## src/rtl/sfi_req_arb.sv

```systemverilog
// sfi_req_arb: round-robin, packet-locking request arbiter for one SFI target port.
// Merges nSRC master request streams without interleaving packets. A 2-entry
// output FIFO decouples dst_ready from src_ready and sustains one beat per cycle.
module sfi_req_arb #(
  parameter int nSRC   = 4,
  parameter int DATA_W = 64,
  parameter int SRC_W  = $clog2(nSRC)
) (
  input  logic                   clk,
  input  logic                   rst,
  input  logic [nSRC-1:0]        src_valid,
  output logic [nSRC-1:0]        src_ready,
  input  logic [nSRC*DATA_W-1:0] src_data,
  input  logic [nSRC-1:0]        src_last,
  output logic                   dst_valid,
  input  logic                   dst_ready,
  output logic [DATA_W-1:0]      dst_data,
  output logic                   dst_last,
  output logic [SRC_W-1:0]       dst_src,
  output logic [15:0]            pkt_cnt
);

  typedef enum logic {IDLE, LOCKED} state_t;

  state_t             state_q;
  logic [SRC_W-1:0]   rr_ptr_q;
  logic [SRC_W-1:0]   lock_src_q;
  logic [15:0]        pkt_cnt_q;

  // Output FIFO storage and pointers
  logic [DATA_W-1:0]  buf_data_q [2];
  logic               buf_last_q [2];
  logic [SRC_W-1:0]   buf_src_q  [2];
  logic               wr_ptr_q;
  logic               rd_ptr_q;
  logic [1:0]         count_q;

  logic [DATA_W-1:0]  src_data_arr [nSRC];
  logic [SRC_W-1:0]   win_idx;
  logic               win_found;
  logic [SRC_W-1:0]   grant_idx;
  logic               grant_ok;
  logic               push;
  logic               pop;
  logic               push_last;

  // Modulo-nSRC increment, valid for non-power-of-two source counts
  function automatic logic [SRC_W-1:0] next_idx(input logic [SRC_W-1:0] i);
    if (i == SRC_W'(nSRC - 1)) return '0;
    return i + 1'b1;
  endfunction

  // Unpack the flat source payload bus
  for (genvar gi = 0; gi < nSRC; gi++) begin : g_unpack
    assign src_data_arr[gi] = src_data[gi*DATA_W +: DATA_W];
  end

  // IDLE winner: first valid source scanning upward from rr_ptr with wrap
  always_comb begin : p_winner
    logic [SRC_W-1:0] scan;
    win_found = 1'b0;
    win_idx   = rr_ptr_q;
    scan      = rr_ptr_q;
    for (int k = 0; k < nSRC; k++) begin
      if (!win_found && src_valid[scan]) begin
        win_found = 1'b1;
        win_idx   = scan;
      end
      scan = next_idx(scan);
    end
  end

  // While locked only the packet owner may be granted, even if it bubbles
  assign grant_idx = (state_q == LOCKED) ? lock_src_q : win_idx;
  assign grant_ok  = (state_q == LOCKED) || win_found;

  // Ready depends only on registered state and src_valid, never on dst_ready
  always_comb begin
    src_ready = '0;
    if (!rst && (count_q != 2'd2) && grant_ok) src_ready[grant_idx] = 1'b1;
  end

  assign push      = src_valid[grant_idx] & src_ready[grant_idx];
  assign push_last = src_last[grant_idx];
  assign pop       = dst_valid & dst_ready;

  assign dst_valid = (count_q != 2'd0);
  assign dst_data  = buf_data_q[rd_ptr_q];
  assign dst_last  = buf_last_q[rd_ptr_q];
  assign dst_src   = buf_src_q[rd_ptr_q];
  assign pkt_cnt   = pkt_cnt_q;

  // Arbitration FSM: packet lock, round-robin pointer and packet counter
  always_ff @(posedge clk or posedge rst) begin
    if (rst) begin
      state_q    <= IDLE;
      rr_ptr_q   <= '0;
      lock_src_q <= '0;
      pkt_cnt_q  <= '0;
    end else begin
      if (push && push_last) pkt_cnt_q <= pkt_cnt_q + 16'd1;
      case (state_q)
        IDLE: begin
          if (push && !push_last) begin
            state_q    <= LOCKED;
            lock_src_q <= grant_idx;
          end else if (push) begin
            rr_ptr_q <= next_idx(grant_idx);
          end
        end
        LOCKED: begin
          if (push && push_last) begin
            state_q  <= IDLE;
            rr_ptr_q <= next_idx(lock_src_q);
          end
        end
        default: state_q <= IDLE;
      endcase
    end
  end

  // Two-entry FIFO; head entry holds steady until popped
  always_ff @(posedge clk or posedge rst) begin
    if (rst) begin
      for (int e = 0; e < 2; e++) begin
        buf_data_q[e] <= '0;
        buf_last_q[e] <= 1'b0;
        buf_src_q[e]  <= '0;
      end
      wr_ptr_q <= 1'b0;
      rd_ptr_q <= 1'b0;
      count_q  <= 2'd0;
    end else begin
      if (push) begin
        buf_data_q[wr_ptr_q] <= src_data_arr[grant_idx];
        buf_last_q[wr_ptr_q] <= push_last;
        buf_src_q[wr_ptr_q]  <= grant_idx;
        wr_ptr_q             <= ~wr_ptr_q;
      end
      if (pop) rd_ptr_q <= ~rd_ptr_q;
      case ({push, pop})
        2'b10:   count_q <= count_q + 2'd1;
        2'b01:   count_q <= count_q - 2'd1;
        default: count_q <= count_q;
      endcase
    end
  end

endmodule

```

## config.mk

```make
export PLATFORM = sky130hd
export DESIGN_NAME = sfi_req_arb
export DESIGN_NICKNAME = d
export VERILOG_FILES = /design/src/rtl/sfi_req_arb.sv
export SDC_FILE = /design/constraint.sdc
export NUM_CORES = 1
export LEC_CHECK = 0
export BUFFER_PORTS_ARGS = -buffer_cell sky130_fd_sc_hd__buf_4
export CORE_MARGIN = 2
export CORE_UTILIZATION = 40
export CTS_BUF_LIST = sky130_fd_sc_hd__clkbuf_4 sky130_fd_sc_hd__clkbuf_8 sky130_fd_sc_hd__clkbuf_16
export DETAILED_ROUTE_END_ITERATION = 16
export HOLD_SLACK_MARGIN = 0.12
export PLACE_DENSITY = 0.7
export SETUP_SLACK_MARGIN = 0.4
export SYNTH_ARGS = -nofsm -noshare
export SYNTH_HDL_FRONTEND = slang
export SYNTH_SLANG_ARGS = --single-unit
```

## constraint.sdc

```tcl
create_clock -name clk -period 5 [get_ports clk]
set_input_delay 1 -clock clk [delete_from_list [all_inputs] [get_ports clk]]
set_output_delay 1 -clock clk [all_outputs]
set_load 0.02 [all_outputs]
```

Word level (Yosys, flattened, before mapping)
Cells that the tools add are included.
- add/subtract/negate cells: 8
- $lt $le $gt $ge: 10
- equality and inequality tests: 11
- muxes and demuxes: 74
- bitwise gates (word level): 8
- reduce and logical (&&, ||, !) cells: 19
- operators by type and width (operator ; count):
    64-bit two-way mux ; 6
    64-bit binary-select mux with 2-bit select ; 1
    128-bit bitwise mux ; 1
    64-bit demux with 1-bit select ; 1
    2-bit two-way mux ; 21
    1-bit two-way mux ; 28
    16-bit by 1-bit adder with 16-bit output (second input constant) ; 1
    2-bit by 3-bit < comparator with 1-bit output (second input constant) ; 5
    1-bit binary-select mux with 2-bit select ; 7
    2-bit by 1-bit adder with 2-bit output (second input constant) ; 6
    2-bit equality test (second input constant) ; 6
    1-bit logical AND ; 9
    2-bit one-hot mux with 2 select lines ; 2
    2-bit inequality test (second input constant) ; 3
    1-bit zero test ; 5
    4-bit bitwise mux ; 1
    2-bit >= comparator (second input constant) ; 2
    4-bit two-way mux ; 1
    1-bit NOT with 2-bit output ; 2
    2-bit nonzero test ; 2
    3-bit >= comparator (second input constant) ; 1
    1-bit NOT ; 3
    2-bit NOT with 3-bit output ; 1
    3-bit AND reduction ; 1
    other kinds (13) ; 14
- register bits after elaboration: 159
- input bits: 267
- output and inout port bits: 88
- logic and storage cells: 143

Longest topological paths before layout
- word-level depth: 29
- mapped depth: 20
- mapped depth without buffers: 17

Worst setup path after synthesis
Ideal clock, no wire load.
- kind: input to register
- from: input src_valid[2]
- to: register lock_src_q[0]
- setup time: 125 ps
- arrival: 4573 ps
- required time: 4875 ps
- path slack: 302 ps
- stages on the path: 15
- buffers on the path: 3
- cells stage by stage: buf_4 > mux4_1 > nor2b_4 > a211o_1 > and2_1 > inv_2 > buf_2 > buf_2 > ha_1 > nand2_1 > a21o_1 > a2111oi_4 > nor2_4 > or3_4 > mux2_4
- cells in the longest elaborated chain, start to end: 23
- elaborated cells between the ends (all ways): 40
- those cells by class: 2 x order compare; 25 x mux; 1 x bitwise; 12 x reduce/logical
- ends and longest elaborated chain (element ; line ; text):
    start: declaration ; 11 ; input logic [nSRC-1:0] src_valid,
    1-bit binary-select mux with 2-bit select ; 65 ; if (!win_found && src_valid[scan]) begin
    1-bit two-way mux (not written as such) ; 65 ;
    1-bit two-way mux ; 65 ;
    1-bit zero test ; 65 ;
    1-bit logical AND ; 65 ;
    1-bit two-way mux ; 65 ;
    1-bit zero test ; 65 ;
    1-bit logical AND ; 65 ;
    [... 7 more ...] ; n/a ;
    1-bit two-way mux (not written as such) ; 80 ; if (!rst && (count_q != 2'd2) && grant_ok) src_ready[grant_idx] = 1'b1;
    1-bit demux with 2-bit select ; 80 ;
    4-bit two-way mux ; 80 ;
    1-bit binary-select mux with 2-bit select ; 83 ; assign push = src_valid[grant_idx] & src_ready[grant_idx];
    1-bit two-way mux (not written as such) ; 83 ;
    1-bit bitwise AND ; 83 ;
    1-bit logical AND ; 104 ; if (push && !push_last) begin
    2-bit AND reduction (no source line) ; n/a ;
    end signal: assignment ; 106 ; lock_src_q <= grant_idx;
    end: declaration ; 27 ; logic [SRC_W-1:0] lock_src_q;
Several ways; a longest one is shown, not always the timed one. The select of a mux whose other input is x is not followed.
A chain may end at the register's enable or synchronous reset.

Worst setup path after layout
- from: register rr_ptr_q[1]
- to: output src_ready[1]
- cells in the longest elaborated chain, start to end: 19
- elaborated cells between the ends (all ways): 42
- those cells by class: 3 x add/sub; 2 x order compare; 3 x eq/ne; 25 x mux; 9 x reduce/logical
- ends and longest elaborated chain (element ; line ; text):
    start: declaration ; 26 ; logic [SRC_W-1:0] rr_ptr_q;
    start signal: assignment ; 108 ; rr_ptr_q <= next_idx(grant_idx);
    start signal: assignment ; 114 ; rr_ptr_q <= next_idx(lock_src_q);
    branches (longest 18 deep; another with 2-bit by 3-bit < comparator with 1-bit output) ; n/a ;
    4-bit two-way mux * ; 80 ;
    end: declaration ; 12 ; output logic [nSRC-1:0] src_ready,
Mark *: on every way between the ends. The select of a mux whose other input is x is not followed.

==> flow_summary.ini <==
[run_status]
run_status = finished clean

[yosys]
post_synthesis_area_per_instance_um2 = 9.49
synthesis.area_mm2 = 0.00943
synth_largest_type_area_fraction_pct = 42.2
postSynth.asyncResetShare_pct = 100
synth_cell_types = 64
synthesis.nets = 1265
yosysSeqAreaShare_pct = 42.2
postSynthCellCount = 993
synth-seq-cells = 159
synth_top_flop_cell = sky130_fd_sc_hd__dfrtp_1
yosys_warnings = 0
post_synth_main_area_contributors = sky130_fd_sc_hd__dfrtp_1 42%, sky130_fd_sc_hd__mux2_2 16%, sky130_fd_sc_hd__o21ai_0 11%
synth_edf_count = 0
synth_top_area_cell = sky130_fd_sc_hd__dfrtp_1

[pwr]
leakage_uw = 0.00615
power_frac_comb_pct = 61.9
p_sw_uw = 4100
internal_power_uw = 5070
switching_share_pct = 44.7
share_clk_of_total_power_pct = 13.1
power.density_cell_area_mw_per_mm2 = 712
worst_ir_drop_vdd_uv = 491
sequential_share_of_power_pct = 25.1

[sta]
report.final.hold_viol_count = 0
report.final.setup_viol = 0
timing_worst_slew_pin_value_ns = 1.04
worst_slack_ns = 0.564
layout_min_cycle_time_ns = 4.44
clock_skew_ns = 0.0136
maxClockFrequency_mhz = 225
timing.max_slew.rel_slack_pct = 30.7
fin_crit_sh_pct = 88.7
final_max_slew_viol_count = 0
timing.setup.tns_ns = 0
rsz0062_at_grt = yes

[grt]
grt_usage_pct = 19.4
grt_start_max_net_pins = 135
total_congestion_overflow_after_global_routing = 0
grt_pass1_wl_um = 38300
initial_antenna_violation_count = 0
grt_pass1_vias = 7603

[clocking]
clock_root_buffer = sky130_fd_sc_hd__clkbuf_16
number_of_buffers_inserted_during_clock_tree_synthesis = 17
insertion_delay_ns = 0.42
cts_htree_levels = 4
clock_path_buffers = 2
clk_transition_reported_paths_ns = 0.07
clock-sinks = 159
cts_hold_buffers = 0
tritoncts = built

[detailed_routing]
detailed_routing_iterations_pass_1 = 4
post_drt_via_cell_ratio = 5.02
route.final.wire_length_um = 24900
detail_route.drc_violations = 0
drt-wirelength-per-cell_um = 15.2
detail-route-antenna-nets = 0
route.vias.total = 8199
detailedRoute.firstIterationViolations = 295

[setup_path]
reg2reg_to = lock_src_q[0]
critical-path-top-delay-family = simple AND/OR/NAND/NOR gates
start_kind = flip-flop
cp_num_cells = 10
worst-endpoint-arrival_ns = 3.44
rrSetupSlack_ns = 0.70
cp-end-kind = output port
path_max_fanout = 63
maximum_single_stage_delay_on_the_critical_path_ns = 0.58
crit-reg2reg-launch = rr_ptr_q[1]
slowest_stage = sky130_fd_sc_hd__dfrtp_1
required_ns = 4.00
path_buf_inv = 3
crit_chain = ha_4 -> nor3b_1 -> or3_1 -> a221o_1 -> a211o_1 -> and2_1 -> inv_6 -> buf_12 -> nor3_1 -> buf_4
setup.worst_path.class = reg2out
ff2ff_path_depth = 15

[final_layout]
areaGrowthSynthToFinish_pct = 36.7
fraction_of_final_layout_cells_with_drive_strength_greater_than_1_pct = 42.3
post_layout_nonfiller_instances = 1633
most-common-layout-cells = 362 x sky130_fd_sc_hd__buf_4, 202 x sky130_fd_sc_hd__nand2_1, 198 x sky130_fd_sc_hd__o21ai_0
seqCellArea_mm2 = 0.00398
layout.cells.most_common = sky130_fd_sc_hd__buf_4
fin_nets = 1573
diodes = 0
multiInputGateArea_mm2 = 0.00509
nFillCells = 2162
fin_util_pct = 55.2

[worst_hold_path]
hold_path_startpoint = buf_data_q[88]
worstHoldPathType = reg2reg
min_delay_worst_endpoint = buf_data_q[88]
worst_hold_path.num_cells = 2

[floorplan]
boundaryPins = 355
dieArea_mm2 = 0.0248
initial_utilization_pct = 40.4
placeableCoreArea_mm2 = 0.0233
die_w_um = 158
rows = 56
fp.dieH_um = 158

[placed_design]
routabilityCongestion = 0.845
dp_worst_setup_slack_ns = 0.299
placed_cells_incl_taps = 1600
half_perimeter_wire_length_after_placement_um = 18000
io_buffer_count = 354

[run]
cap_viol_max_count = 0
## synthesized netlist by cell type, types with 3 or more instances
cell type,number
sky130_fd_sc_hd__a21oi_1,5
sky130_fd_sc_hd__a31oi_1,3
sky130_fd_sc_hd__and2_1,9
sky130_fd_sc_hd__and3_1,12
sky130_fd_sc_hd__buf_1,12
sky130_fd_sc_hd__buf_2,28
sky130_fd_sc_hd__buf_6,3
sky130_fd_sc_hd__clkbuf_1,34
sky130_fd_sc_hd__dfrtp_1,159
sky130_fd_sc_hd__ha_1,5
sky130_fd_sc_hd__inv_1,9
sky130_fd_sc_hd__mux2_2,134
sky130_fd_sc_hd__mux2i_1,72
sky130_fd_sc_hd__nand2_1,202
sky130_fd_sc_hd__nand2b_1,3
sky130_fd_sc_hd__nand4_1,10
sky130_fd_sc_hd__nand4b_1,3
sky130_fd_sc_hd__nor2_1,10
sky130_fd_sc_hd__nor3_1,6
sky130_fd_sc_hd__nor4_1,3
sky130_fd_sc_hd__o21ai_0,198
sky130_fd_sc_hd__o21ai_1,4
sky130_fd_sc_hd__xnor2_1,16
sky130_fd_sc_hd__xor2_1,4
## final cells by class
class / instances / share of cell area [%]
Multi-Input combinational cell: 745 / 39.5
Clock buffer: 19 / 3.47
Sequential cell: 159 / 30.9
Timing Repair Buffer: 367 / 21.8
Tap cell: 319 / 3.10
Inverter: 11 / 0.388
Clock inverter: 13 / 0.816
## power groups by stage
stage | combinational, uW | sequential (uW) | clock (uW)
2_1_floorplan | 4220 | 2120 | 0
3_3_place_gp | 5600 | 2300 | 0
3_5_place_dp | 5680 | 2320 | 0
4_1_cts | 5740 | 2310 | 1240
5_1_grt | 6250 | 2390 | 1290
6_report | 5670 | 2300 | 1200
## state kept, by name (all words and copies together), names as in the netlist
name        count
buf_data_q    128
pkt_cnt        16
buf_src_q       4
buf_last_q      2
count_q         2
lock_src_q      2
rr_ptr_q        2
rd_ptr_q        1
state_q         1
wr_ptr_q        1
## per-stage QoR
stage	area [um^2]	power (uW)	hold slack, ns
after detailed placement	12300	8000	0.465
final	12900	9170	0.474
after global placement	12300	7900	0.455
after floorplan	9430	6330	0.444
after CTS	12900	9280	0.478
after global routing	12900	9930	0.492
## cells by family after synthesis
kind of cell | synth area share [%]
AND/OR/NAND/NOR | 13.1
buffers and inverters | 4.19
flip-flops | 42.2
XOR/XNOR | 1.86
adder cells (fa/ha/maj) | 0.664
multiplexers | 24.4
AO/OA/AOI/OAI | 13.6
## metal layers
layer  vias to the layer above  share of wire (%)  routed length [um]  track usage [%]
li1                       4096                  -                   -                -
met1                      3839                 43               10700             24.4
met2                       231                 48               12000             32.9
met3                        33                6.8                1700             5.29
met4                         0                1.7                 418             5.54
met5                         -                  0                   0                0
## worst reg2reg max path: cells and delay by family, from the launching register on
kind                       cells  cell delay (ns)
and+or+nand+nor                6             1.29
AOI/OAI and AO/OA              4             1.16
DFF                            1             0.58
adders and majority gates      2             0.52
buffers and inverters          2             0.34
muxes                          1             0.30
## timing repair
action,in CTS,in global routing
cloned,0,0
resized for setup,6,3
endpoints found under the setup margin,7,11
buffers inserted,0,1
endpoints found under the hold margin,0,0
pin swaps,0,1
## worst max-delay path by stage
stage                 startpoint             to
finish               rr_ptr_q[1]   src_ready[1]
global route         rr_ptr_q[1]   src_ready[1]
CTS                  rr_ptr_q[1]   src_ready[1]
detailed placement   rr_ptr_q[1]   src_ready[1]
global placement     rr_ptr_q[1]   src_ready[1]
floorplan           src_valid[2]  lock_src_q[0]
No activity file was read; power rests on OpenSTA's default activity.
